### config.mk
export PLATFORM = sky130hd
export DESIGN_NAME = neuron_layer_sequencer
export DESIGN_NICKNAME = d
export VERILOG_FILES = /design/src/rtl/neuron_pkg.sv /design/src/rtl/neuron_layer_sequencer.sv
export SDC_FILE = /design/constraint.sdc
export NUM_CORES = 1
export LEC_CHECK = 0
export CORE_MARGIN = 10
export CORE_UTILIZATION = 31
export CTS_CLUSTER_SIZE = 28
export DETAILED_ROUTE_END_ITERATION = 8
export PLACE_DENSITY_LB_ADDON = 0.15
export REMOVE_ABC_BUFFERS = 1
export SKIP_LAST_GASP = 1
export SYNTH_ARGS = -nofsm -noshare
export SYNTH_HDL_FRONTEND = slang
export SYNTH_SLANG_ARGS = --single-unit
### constraint.sdc
create_clock -name clk -period 1.8 [get_ports clk]
set_clock_uncertainty 0.1 [all_clocks]
set_input_delay 0.18 -clock clk [delete_from_list [all_inputs] [get_ports clk]]
set_output_delay 0.18 -clock clk [all_outputs]
set_load 0.01 [all_outputs]
### src/rtl/neuron_pkg.sv
// neuron_pkg: shared state encoding and sizing helpers for the neuron layer sequencer
package neuron_pkg;
   typedef enum logic [2:0] {ST_IDLE, ST_FETCH, ST_LOAD, ST_EVAL, ST_DONE} state_e;
   function automatic int calc_res_width(input int k, input int n, input int b, input int m);
      return $clog2(m * ((2 ** k) - 1) * ((2 ** n) - 1) + (2 ** b) - 1);
   endfunction
   // ROM word layout is {bias, weights}; bias starts right above the weight field
   function automatic int bias_lsb(input int m, input int n);
      return m * n;
   endfunction
endpackage

### src/rtl/neuron_layer_sequencer.sv
// neuron_layer_sequencer: time-multiplexes one neuron across a layer, fetching params
// per neuron from ROM and streaming ReLU results out over valid/ready.
module neuron_layer_sequencer
   import neuron_pkg::*;
#(
   parameter int k           = 4,
   parameter int n           = 4,
   parameter int b           = 4,
   parameter int m           = 4,
   parameter int NUM_NEURONS = 8,
   parameter int AW          = (NUM_NEURONS > 1) ? $clog2(NUM_NEURONS) : 1,
   parameter int res_width   = calc_res_width(k, n, b, m)
) (
   input  logic                 clk,
   input  logic                 rst,
   input  logic                 start,
   input  logic [m*k-1:0]       act_in,
   output logic                 busy,
   output logic                 done,
   output logic                 rom_en,
   output logic [AW-1:0]        rom_addr,
   input  logic [m*n+b-1:0]     rom_rdata,
   output logic [m*k-1:0]       nrn_act,
   output logic [m*n-1:0]       nrn_weight,
   output logic [b-1:0]         nrn_bias,
   output logic                 nrn_load,
   output logic                 nrn_rstn,
   input  logic [res_width-1:0] nrn_res,
   output logic                 out_valid,
   input  logic                 out_ready,
   output logic [AW-1:0]        out_idx,
   output logic [res_width-1:0] out_data
);
   localparam int BIAS_LSB = bias_lsb(m, n);
   localparam logic [AW-1:0] LAST = AW'(NUM_NEURONS - 1);
   state_e         state_q, state_d;
   logic [AW-1:0]  idx_q, idx_d;
   logic [m*k-1:0] act_q, act_d;
   always_ff @(posedge clk) begin
      if (rst) begin
         state_q <= ST_IDLE;
         idx_q   <= '0;
         act_q   <= '0;
      end else begin
         state_q <= state_d;
         idx_q   <= idx_d;
         act_q   <= act_d;
      end
   end
   always_comb begin
      state_d = state_q;
      idx_d   = idx_q;
      act_d   = act_q;
      case (state_q)
         ST_IDLE: if (start) begin
            act_d   = act_in;
            idx_d   = '0;
            state_d = ST_FETCH;
         end
         ST_FETCH: state_d = ST_LOAD;
         ST_LOAD:  state_d = ST_EVAL;
         // the neuron holds its result while we wait, so EVAL can stretch freely
         ST_EVAL: if (out_ready) begin
            state_d = (idx_q == LAST) ? ST_DONE : ST_FETCH;
            idx_d   = (idx_q == LAST) ? idx_q : idx_q + AW'(1);
         end
         ST_DONE:  state_d = ST_IDLE;
         default:  state_d = ST_IDLE;
      endcase
   end
   assign busy       = state_q != ST_IDLE;
   assign done       = state_q == ST_DONE;
   assign rom_en     = state_q == ST_FETCH;
   assign rom_addr   = idx_q;
   assign nrn_load   = state_q == ST_LOAD;
   assign nrn_act    = act_q;
   assign nrn_weight = rom_rdata[BIAS_LSB-1:0];
   assign nrn_bias   = rom_rdata[BIAS_LSB +: b];
   assign nrn_rstn   = ~rst;
   assign out_valid  = state_q == ST_EVAL;
   assign out_idx    = idx_q;
   assign out_data   = nrn_res;
endmodule

==> results of run 1 <==
-- worst max-delay path by stage --
| stage | to | slack (ps) |
|---|---|---|
| 2_1_floorplan | out_idx[1] | 220 |
| 3_3_place_gp | out_idx[1] | 120 |
| 3_5_place_dp | nrn_act[2] | 90 |
| 4_1_cts | out_valid | 6 |
| 5_1_grt | out_valid | -10 |
| 6_report | out_valid | 40 |
-- layout make-up --
class / instances / area (sq um)
sequential: 22 / 446.7
fill: 397 / 2177
timing repair buffer: 52 / 510.5
clock buffer: 3 / 41.29
clock inverter: 1 / 30.03
tap: 48 / 60.06
multi-input combinational: 77 / 442.9
inverter: 2 / 7.507
-- sequential cells by signal (all words and copies together) (netlist names) --
register,count
state_q,3
nrn_act,16
out_idx,3
-- worst reg2reg max path, cell delays in order, from the launching register on --
cell      delay [ps]
dfxtp_1          360
ha_1             220
ha_1             190
nand4b_1         220
a21oi_4          200
mux2i_1          190
-- per-layer routing --
layer / GRT usage, % / wire, um / vias up
li1: - / - / 457
met1: 14.37 / 1713 / 423
met2: 11.82 / 1316 / 59
met3: 8.747 / 652 / 2
met4: 3.571 / 41 / 0
met5: 1.538 / 0 / -
-- cells by family (layout without fill, tap and decap cells) --
group | after synthesis | count (layout) | synth area share (%)
and+or+nand+nor | 54 | 54 | 22.75
buffers and inverters | 43 | 58 | 27.09
DFF | 22 | 22 | 36.40
AOI/OAI and AO/OA | 19 | 19 | 10.03
adders and majority gates | 2 | 2 | 2.068
muxes | 2 | 2 | 1.655
-- cells in the mapped netlist --
cell,n
nor3b_1,2
buf_2,1
buf_8,1
buf_6,4
mux2i_1,2
nand4b_1,1
nor4b_4,1
and2_1,1
ha_1,2
nand2_1,36
nor4b_1,1
nor2_1,3
nor3_1,1
or3_1,2
or4b_4,1
inv_1,2
a21oi_4,1
and3b_1,1
a21oi_1,16
nand3_1,3
a2bb2oi_1,1
clkbuf_1,2
buf_4,33
o32ai_2,1
dfxtp_1,22
or3b_4,1
-- stage by stage --
stage / util, % / TNS (ps) / instance area (sq um)
detailed placement: 39.23 / 0 / 1458
global placement: 39.23 / 0 / 1458
floorplan: - / 0 / 889.6
CTS: 41.31 / 0 / 1535
finish: 41.41 / 0 / 1539
global route: 41.41 / -14.93 / 1539
-- power breakdown --
part | switching (W) | leakage (nW) | internal [W] | total, W
registers | 0.0000272 | 0.181 | 0.000519 | 0.000546
clock network | 0.000152 | 0.0357 | 0.000296 | 0.000449
logic | 0.000109 | 0.361 | 0.000153 | 0.000262
total | 0.000288 | 0.578 | 0.000969 | 0.00126
-- repair_timing --
item | CTS | global route
endpoints found under the hold margin | 0 | 0
endpoints found under the setup margin | 4 | 2
gates resized for setup | 4 | 2
==> reports/metrics.yaml, run 1 <==
cts:
  clk_latency_ps: 250
  holdBufCountCts: 0
  cts.htree.levels: 1
  cts_tree: "yes"
  post-cts-setup-buffer-count: 0
  clock_sinks: 22
  clk_path_buf_depth: 2
  clock-root-buffer: "clkbuf_8"
  path_clk_slew_ps: 80
  cts_made_buffers: 3
drt:
  first_pass_iters: 4
  viasPerCell: 4.590
  drt_iter0_markers: 45
  num_vias: 941
  ant_nets: 0
  wl_per_cell_um: 18.16
  route.detailed.drc: 0
  wl_mm: 3.723
yosys:
  ys_ff_latch: 22
  postSynthAreaPerCell_sq_um: 8.520
  ys.warnings.count: 0
  synth_top_area_cell: "dfxtp_1"
  synth_top_cell_area_share_pct: 36.40
  ys_seq_area_share_pct: 36.40
  syn-instance-count: 142
  netlist_area_sq_um: 1210
  ys_types: 26
  ys_top_cells_by_area: "dfxtp_1 (36%), buf_4 (20%), nand2_1 (11%)"
worst_hold_path:
  holdPathStages: 0
  holdCritStartpoint: "nrn_res[1]"
  hp-class: "input pin to output port"
  min_to: "out_data[1]"
sta:
  post-route-period-util_pct: 97.56
  slew_violations: 0
  max_freq_mhz: 569.5
  hold_viol: 0
  finalSetupViolations: 0
  period_needed_ps: 1756
  worst_pin_slew_ps: 237.9
  relSlewSlack_pct: 83.92
  rsz0062_at_grt: "yes"
  holdWs_ps: 260.1
  fin_ws_ps: 43.99
final_layout:
  final_cells: 205
  antenna-diode-count: 0
  area_growth_syn_to_layout_pct: 27.20
  final_common_cell: "clkdlybuf4s50_1"
  nets: 210
  drive_above_1_share_pct: 11.46
  final_cell_mix: "clkdlybuf4s50_1 (46), nand2_1 (36), dfxtp_1 (19)"
worst_setup_path:
  critPathSlowestCell: "clkdlybuf4s50_1"
  arrival_ps: 1480
  cp.required_ps: 1520
  reg2reg_from: "out_idx[0]"
  startpoint: "state_q[2]"
  cpLargestDelayFamily: "buffers and inverters"
  crit_type: "register to output port"
  cp.depth: 2
  cpPeakStageDelay_ps: 550
  rr_endpoint: "out_idx[1]"
  worstSetupStartpointType: "register"
  crit_path_cell_trace: "and3b_2 > clkdlybuf4s50_1"
  path_buf_inv: 1
  crit_path_end_kind: "output port"
  cp_max_fo: 11
  r2r_slack_ps: 240
  r2r_cells: 5
global_routing:
  antenna_found_initial: 0
  gr-usage-all-layers_pct: 10.73
  grt_max_degree: 19
  grt_pass1_vias: 967
  grt_pass1_wl_mm: 5.375
  gr-total-overflow: 0
floorplanning:
  dieWidth_um: 82.48
  initial_core_util_pct: 32.56
  rows: 22
  die_y_um: 82.48
  dieArea_sq_um: 6802
  pin_count: 108
  core_area_sq_um: 3716
pwr:
  peakVddDrop_v: 0.0002890
  power.density_nw_per_um2: 816.8
  p_leak_nw: 0.5782
  finalPower_w: 0.001257
status:
  status: "complete, no violations"
place:
  port-buffer-count: 47
  dp_cells: 201
  place_ws_ps: 91.60
  hpwl_mm: 2.984
  routabilityCongestion: 0.7843
job:
  cap_violations: 0
Note: power is estimated with default switching activity, not from simulation.
==> inputs of run 2 (changes only) <==
--- a/config.mk
+++ b/config.mk
@@ -10,6 +10,7 @@
 export CTS_CLUSTER_SIZE = 28
 export DETAILED_ROUTE_END_ITERATION = 8
 export PLACE_DENSITY_LB_ADDON = 0.15
+export RECOVER_POWER = 50
 export REMOVE_ABC_BUFFERS = 1
 export SKIP_LAST_GASP = 1
 export SYNTH_ARGS = -nofsm -noshare
==> run 2 against run 1 <==
Compared with the run above:
- worst setup slack got worse by 0.72 ps
- flip-flop and latch count unchanged
- hold slack is the same
- largest power group unchanged
- highest routed layer unchanged
==> reports/metrics.yaml, run 2 (synthesized netlist as in run 1, its figures left out) <==
final_layout:
  drive_above_1_share_pct: 10.83
  final_cells: 205
  largest_reg_flops: 16
  final_common_cell: "clkdlybuf4s50_1"
  nets: 210
  area_growth_syn_to_layout_pct: 26.89
  regArea_sq_um: 446.7
  multiInputGateArea_sq_um: 442.9
  antenna-diode-count: 0
  fillCellCount: 397
  final_cell_mix: "clkdlybuf4s50_1 (42), nand2_1 (36), dfxtp_1 (19)"
cts:
  clock-root-buffer: "clkbuf_8"
  clock_sinks: 22
  path_clk_slew_ps: 80
  clk_path_buf_depth: 2
  cts.htree.levels: 1
  cts_made_buffers: 3
  cts_tree: "yes"
  clk_latency_ps: 250
  post-cts-setup-buffer-count: 0
sta:
  post-route-period-util_pct: 97.60
  hold_viol: 0
  period_needed_ps: 1757
  fin_ws_ps: 43.27
  max_freq_mhz: 569.2
  finalSetupViolations: 0
  holdWs_ps: 260.1
  relSlewSlack_pct: 48.38
  worst_pin_slew_ps: 774.2
  slew_violations: 0
  rsz0062_at_grt: "yes"
floorplanning:
  pin_count: 108
  initial_core_util_pct: 32.56
  dieArea_sq_um: 6802
  core_area_sq_um: 3716
  die_y_um: 82.48
  rows: 22
  dieWidth_um: 82.48
drt:
  wl_mm: 3.722
  num_vias: 944
  viasPerCell: 4.605
  ant_nets: 0
  first_pass_iters: 2
  wl_per_cell_um: 18.16
  route.detailed.drc: 0
  drt_iter0_markers: 45
global_routing:
  gr-usage-all-layers_pct: 10.73
  antenna_found_initial: 0
  gr-total-overflow: 0
  grt_pass1_wl_mm: 5.375
  grt_max_degree: 19
  grt_pass1_vias: 967
place:
  port-buffer-count: 47
  place_ws_ps: 91.60
  dp_cells: 201
  hpwl_mm: 2.984
  routabilityCongestion: 0.7843
worst_setup_path:
  crit_path_end_kind: "output port"
  cp_max_fo: 11
  arrival_ps: 1480
  cp.required_ps: 1520
  worstSetupStartpointType: "register"
  crit_type: "register to output port"
worst_hold_path:
  hp-class: "input pin to output port"
job:
  cap_violations: 0
pwr:
  finalPower_w: 0.001253
  power.density_nw_per_um2: 816.2
  peakVddDrop_v: 0.0002889
  p_leak_nw: 0.5862
status:
  status: "complete, no violations"
run 2: cell types whose count changed in the layout (fill, tap and decap cells not counted):
cell / change
buf_4: -1
clkdlybuf4s50_1: -4
dlygate4sd3_1: +4
clkbuf_1: +1
run 2: layout make-up:
cell class,count,area share [%]
Timing Repair Buffer,52,33.01
Clock inverter,1,1.956
Tap cell,48,3.912
Clock buffer,3,2.689
Sequential cell,22,29.10
Multi-Input combinational cell,77,28.85
Inverter,2,0.4890
run 2: path summary, 6_finish.rpt:
kind | slack (ps) | cells past startpoint | from | to
setup / recovery | 40 | 2 | state_q[2] | out_valid
hold / removal | 260 | 0 | nrn_res[1] | out_data[1]
setup reg to reg | 240 | 5 | out_idx[0] | out_idx[1]
hold reg to reg | 360 | 2 | nrn_act[7] | nrn_act[7]
run 2: where the power goes:
part	leakage [nW]	total (W)	switching (W)	internal [W]
Clock	0.0357	0.000449	0.000152	0.000296
Sequential	0.181	0.000546	0.0000268	0.000519
Combinational	0.369	0.000259	0.000109	0.000150
Total	0.586	0.00125	0.000288	0.000965
run 2: critical path, stage by stage (launching register included):
cell             delay (ps)
dfxtp_2                 390
and3b_2                 280
clkdlybuf4s50_1         550
run 2: timing repair:
action | CTS | global route
resized for setup | 4 | 2
endpoints found under the setup margin | 4 | 2
hold buffers | 0 | 0
pin swaps | 0 | 0
cloned | 0 | 0
run 2: layer usage:
layer | GRT usage (%) | wire length (um)
met4 | 3.571 | 41
met5 | 1.538 | 0
met1 | 14.37 | 1710
met2 | 11.82 | 1318
met3 | 8.747 | 652
run 2: metrics by stage:
stage               TNS (ps)  area (sq um)  util [%]
floorplan                  0         889.6         -
global placement           0          1458     39.23
detailed placement         0          1458     39.23
CTS                        0          1535     41.31
global route          -14.93          1535     41.31
finish                     0          1535     41.31
==> inputs of run 3 (changes only) <==
--- a/config.mk
+++ b/config.mk
@@ -5,8 +5,10 @@
 export SDC_FILE = /design/constraint.sdc
 export NUM_CORES = 1
 export LEC_CHECK = 0
+export CELL_PAD_IN_SITES_DETAIL_PLACEMENT = 2
+export CELL_PAD_IN_SITES_GLOBAL_PLACEMENT = 2
 export CORE_MARGIN = 10
-export CORE_UTILIZATION = 31
+export CORE_UTILIZATION = 15
 export CTS_CLUSTER_SIZE = 28
 export DETAILED_ROUTE_END_ITERATION = 8
 export PLACE_DENSITY_LB_ADDON = 0.15
==> run 3 against run 2 <==
Compared with the run above:
- combinational power is 3% higher
- global-route usage is 3.1 points lower
- cell count is 27% higher
- register-to-register slack worse by 40 ps
- critical path depth stayed put
- total power is 1.9% higher
- non-clock buffer count is 2 higher
- flip-flop and latch count stayed put
- critical path type unchanged
- critical endpoint unchanged
==> reports/metrics.yaml, run 3 (synthesized netlist as in run 1, its figures left out) <==
drt:
  viasPerCell: 3.916
  num_vias: 1022
  wl_mm: 4.699
  first_pass_iters: 2
  wl_per_cell_um: 18.00
  route.detailed.drc: 0
  drt_iter0_markers: 24
  ant_nets: 0
sta:
  finalSetupViolations: 0
  period_needed_ps: 1749
  slew_violations: 0
  rsz0062_at_grt: "yes"
  final.setup.tns_ps: 0
  fin_ws_ps: 51.18
  max_freq_mhz: 571.8
  post-route-period-util_pct: 97.16
  hold_viol: 0
  relSlewSlack_pct: 73.47
  worst_pin_slew_ps: 397.9
final_layout:
  area_growth_syn_to_layout_pct: 32.68
  antenna-diode-count: 0
  final_cell_mix: "clkdlybuf4s50_1 (38), nand2_1 (36), dfxtp_1 (19)"
  fin_area_sq_um: 1605
  drive_above_1_share_pct: 12.58
  nets: 212
  final_common_cell: "clkdlybuf4s50_1"
  largest_reg_flops: 16
worst_setup_path:
  cpLargestDelayFamily: "buffers and inverters"
  arrival_ps: 1470
  critPathSlowestCell: "clkdlybuf4s50_1"
  path_buf_inv: 1
  crit_path_cell_trace: "and3b_2 > clkdlybuf4s50_1"
  worstSetupStartpointType: "register"
  cpPeakStageDelay_ps: 550
  crit_path_end_kind: "output port"
  cp.required_ps: 1520
  crit_type: "register to output port"
  cp_max_fo: 8
pwr:
  power_frac_comb_pct: 21.0
  power.density_nw_per_um2: 795.8
  peakVddDrop_v: 0.0002033
  power_frac_seq_pct: 42.5
  clkPwrFrac_pct: 36.5
  switching_share_pct: 24.68
  switchingPower_w: 0.0003153
  finalPower_w: 0.001277
  p_leak_nw: 0.5944
  p_int_w: 0.0009622
worst_hold_path:
  hp-class: "input pin to output port"
cts:
  path_clk_slew_ps: 80
  cts_tree: "yes"
  clk_latency_ps: 260
  clock-root-buffer: "clkbuf_8"
  clock_sinks: 22
  holdBufCountCts: 0
  cts_made_buffers: 3
  cts.htree.levels: 1
  clk_path_buf_depth: 2
  post-cts-setup-buffer-count: 0
place:
  port-buffer-count: 47
  routabilityCongestion: 0.6436
  place_ws_ps: 44.75
  hpwl_mm: 3.727
  place_area_sq_um: 1540
global_routing:
  grt_pass1_vias: 1188
  gr-total-overflow: 0
  grt_max_degree: 19
  grt_pass1_wl_mm: 6.927
  antenna_found_initial: 0
  gr-usage-all-layers_pct: 7.590
floorplanning:
  dieArea_sq_um: 12060
  pin_count: 108
  die_y_um: 109.8
  rows: 32
  core_area_sq_um: 7767
  dieWidth_um: 109.8
  initial_core_util_pct: 15.58
job:
  cap_violations: 0
status:
  status: "complete, no violations"
==> run 3: changes by cell type in the layout (fill, tap and decap cells not counted) <==
cell             previous run  this run
clkbuf_2                    0         1
clkdlybuf4s25_1             0         1
clkdlybuf4s50_1            42        38
dfxtp_4                     1         0
dlygate4sd2_1               0         2
dlygate4sd3_1               4         5
dlymetal6s2s_1              1         0
buf_4                       4         6
dfxtp_2                     2         3
==> run 3: final timing paths <==
kind / endpoint / startpoint / slack [ps] / depth (start not counted)
worst max-delay path: out_valid / state_q[0] / 50 / 2
worst min register to register: nrn_act[10] / nrn_act[10] / 360 / 2
worst max register to register: out_idx[2] / out_idx[0] / 200 / 5
worst min-delay path: out_data[2] / nrn_res[2] / 260 / 0
==> run 3: layer usage <==
| layer | GRT usage (%) | part of all wire [%] | wire length, um |
|---|---|---|---|
| met5 | 0 | 0 | 0 |
| met2 | 10.16 | 39 | 1853 |
| met3 | 5.910 | 16 | 743 |
| met1 | 9.374 | 44 | 2088 |
| met4 | 1.394 | 0.28 | 13 |
==> run 3: final cells by class <==
cell class                 instances  area (sq um)
multi-input combinational         77         442.9
tap                              102         127.6
fill                             921          6162
clock inverter                     1         30.03
timing repair buffer              54         511.7
clock buffer                       3         41.29
sequential                        22         444.2
inverter                           2         7.507
==> run 3: stage by stage <==
| stage | utilization [%] | cells | hold slack (ps) |
|---|---|---|---|
| 3_3_place_gp | 19.83 | 257 | 260.3 |
| 2_1_floorplan | - | 101 | 149.1 |
| 4_1_cts | 20.76 | 261 | 260.3 |
| 5_1_grt | 20.67 | 261 | 260.1 |
| 6_report | 20.67 | 261 | 260.1 |
| 3_5_place_dp | 19.83 | 257 | 260.3 |
==> run 3: worst register-to-register path, delay by kind of cell (launching register included) <==
kind                     cells  cell delay [ps]
AND/OR/NAND/NOR              1              220
adder cells (fa/ha/maj)      2              410
multiplexers                 1              220
AO/OA/AOI/OAI                1              210
flip-flops                   1              370
==> run 3: what timing repair did <==
item | 4_1_cts | 5_1_grt
pin swaps | 0 | 0
setup endpoints to repair | 5 | 3
gates cloned | 0 | 0
gates resized for setup | 5 | 3
==> run 3: power groups by stage <==
stage               registers [W]   logic, W  clock network, W
floorplan                0.000568  0.0000956                 0
global placement         0.000552   0.000281                 0
detailed placement       0.000554   0.000289                 0
CTS                      0.000544   0.000287          0.000491
global route             0.000550   0.000298          0.000512
finish                   0.000543   0.000268          0.000467
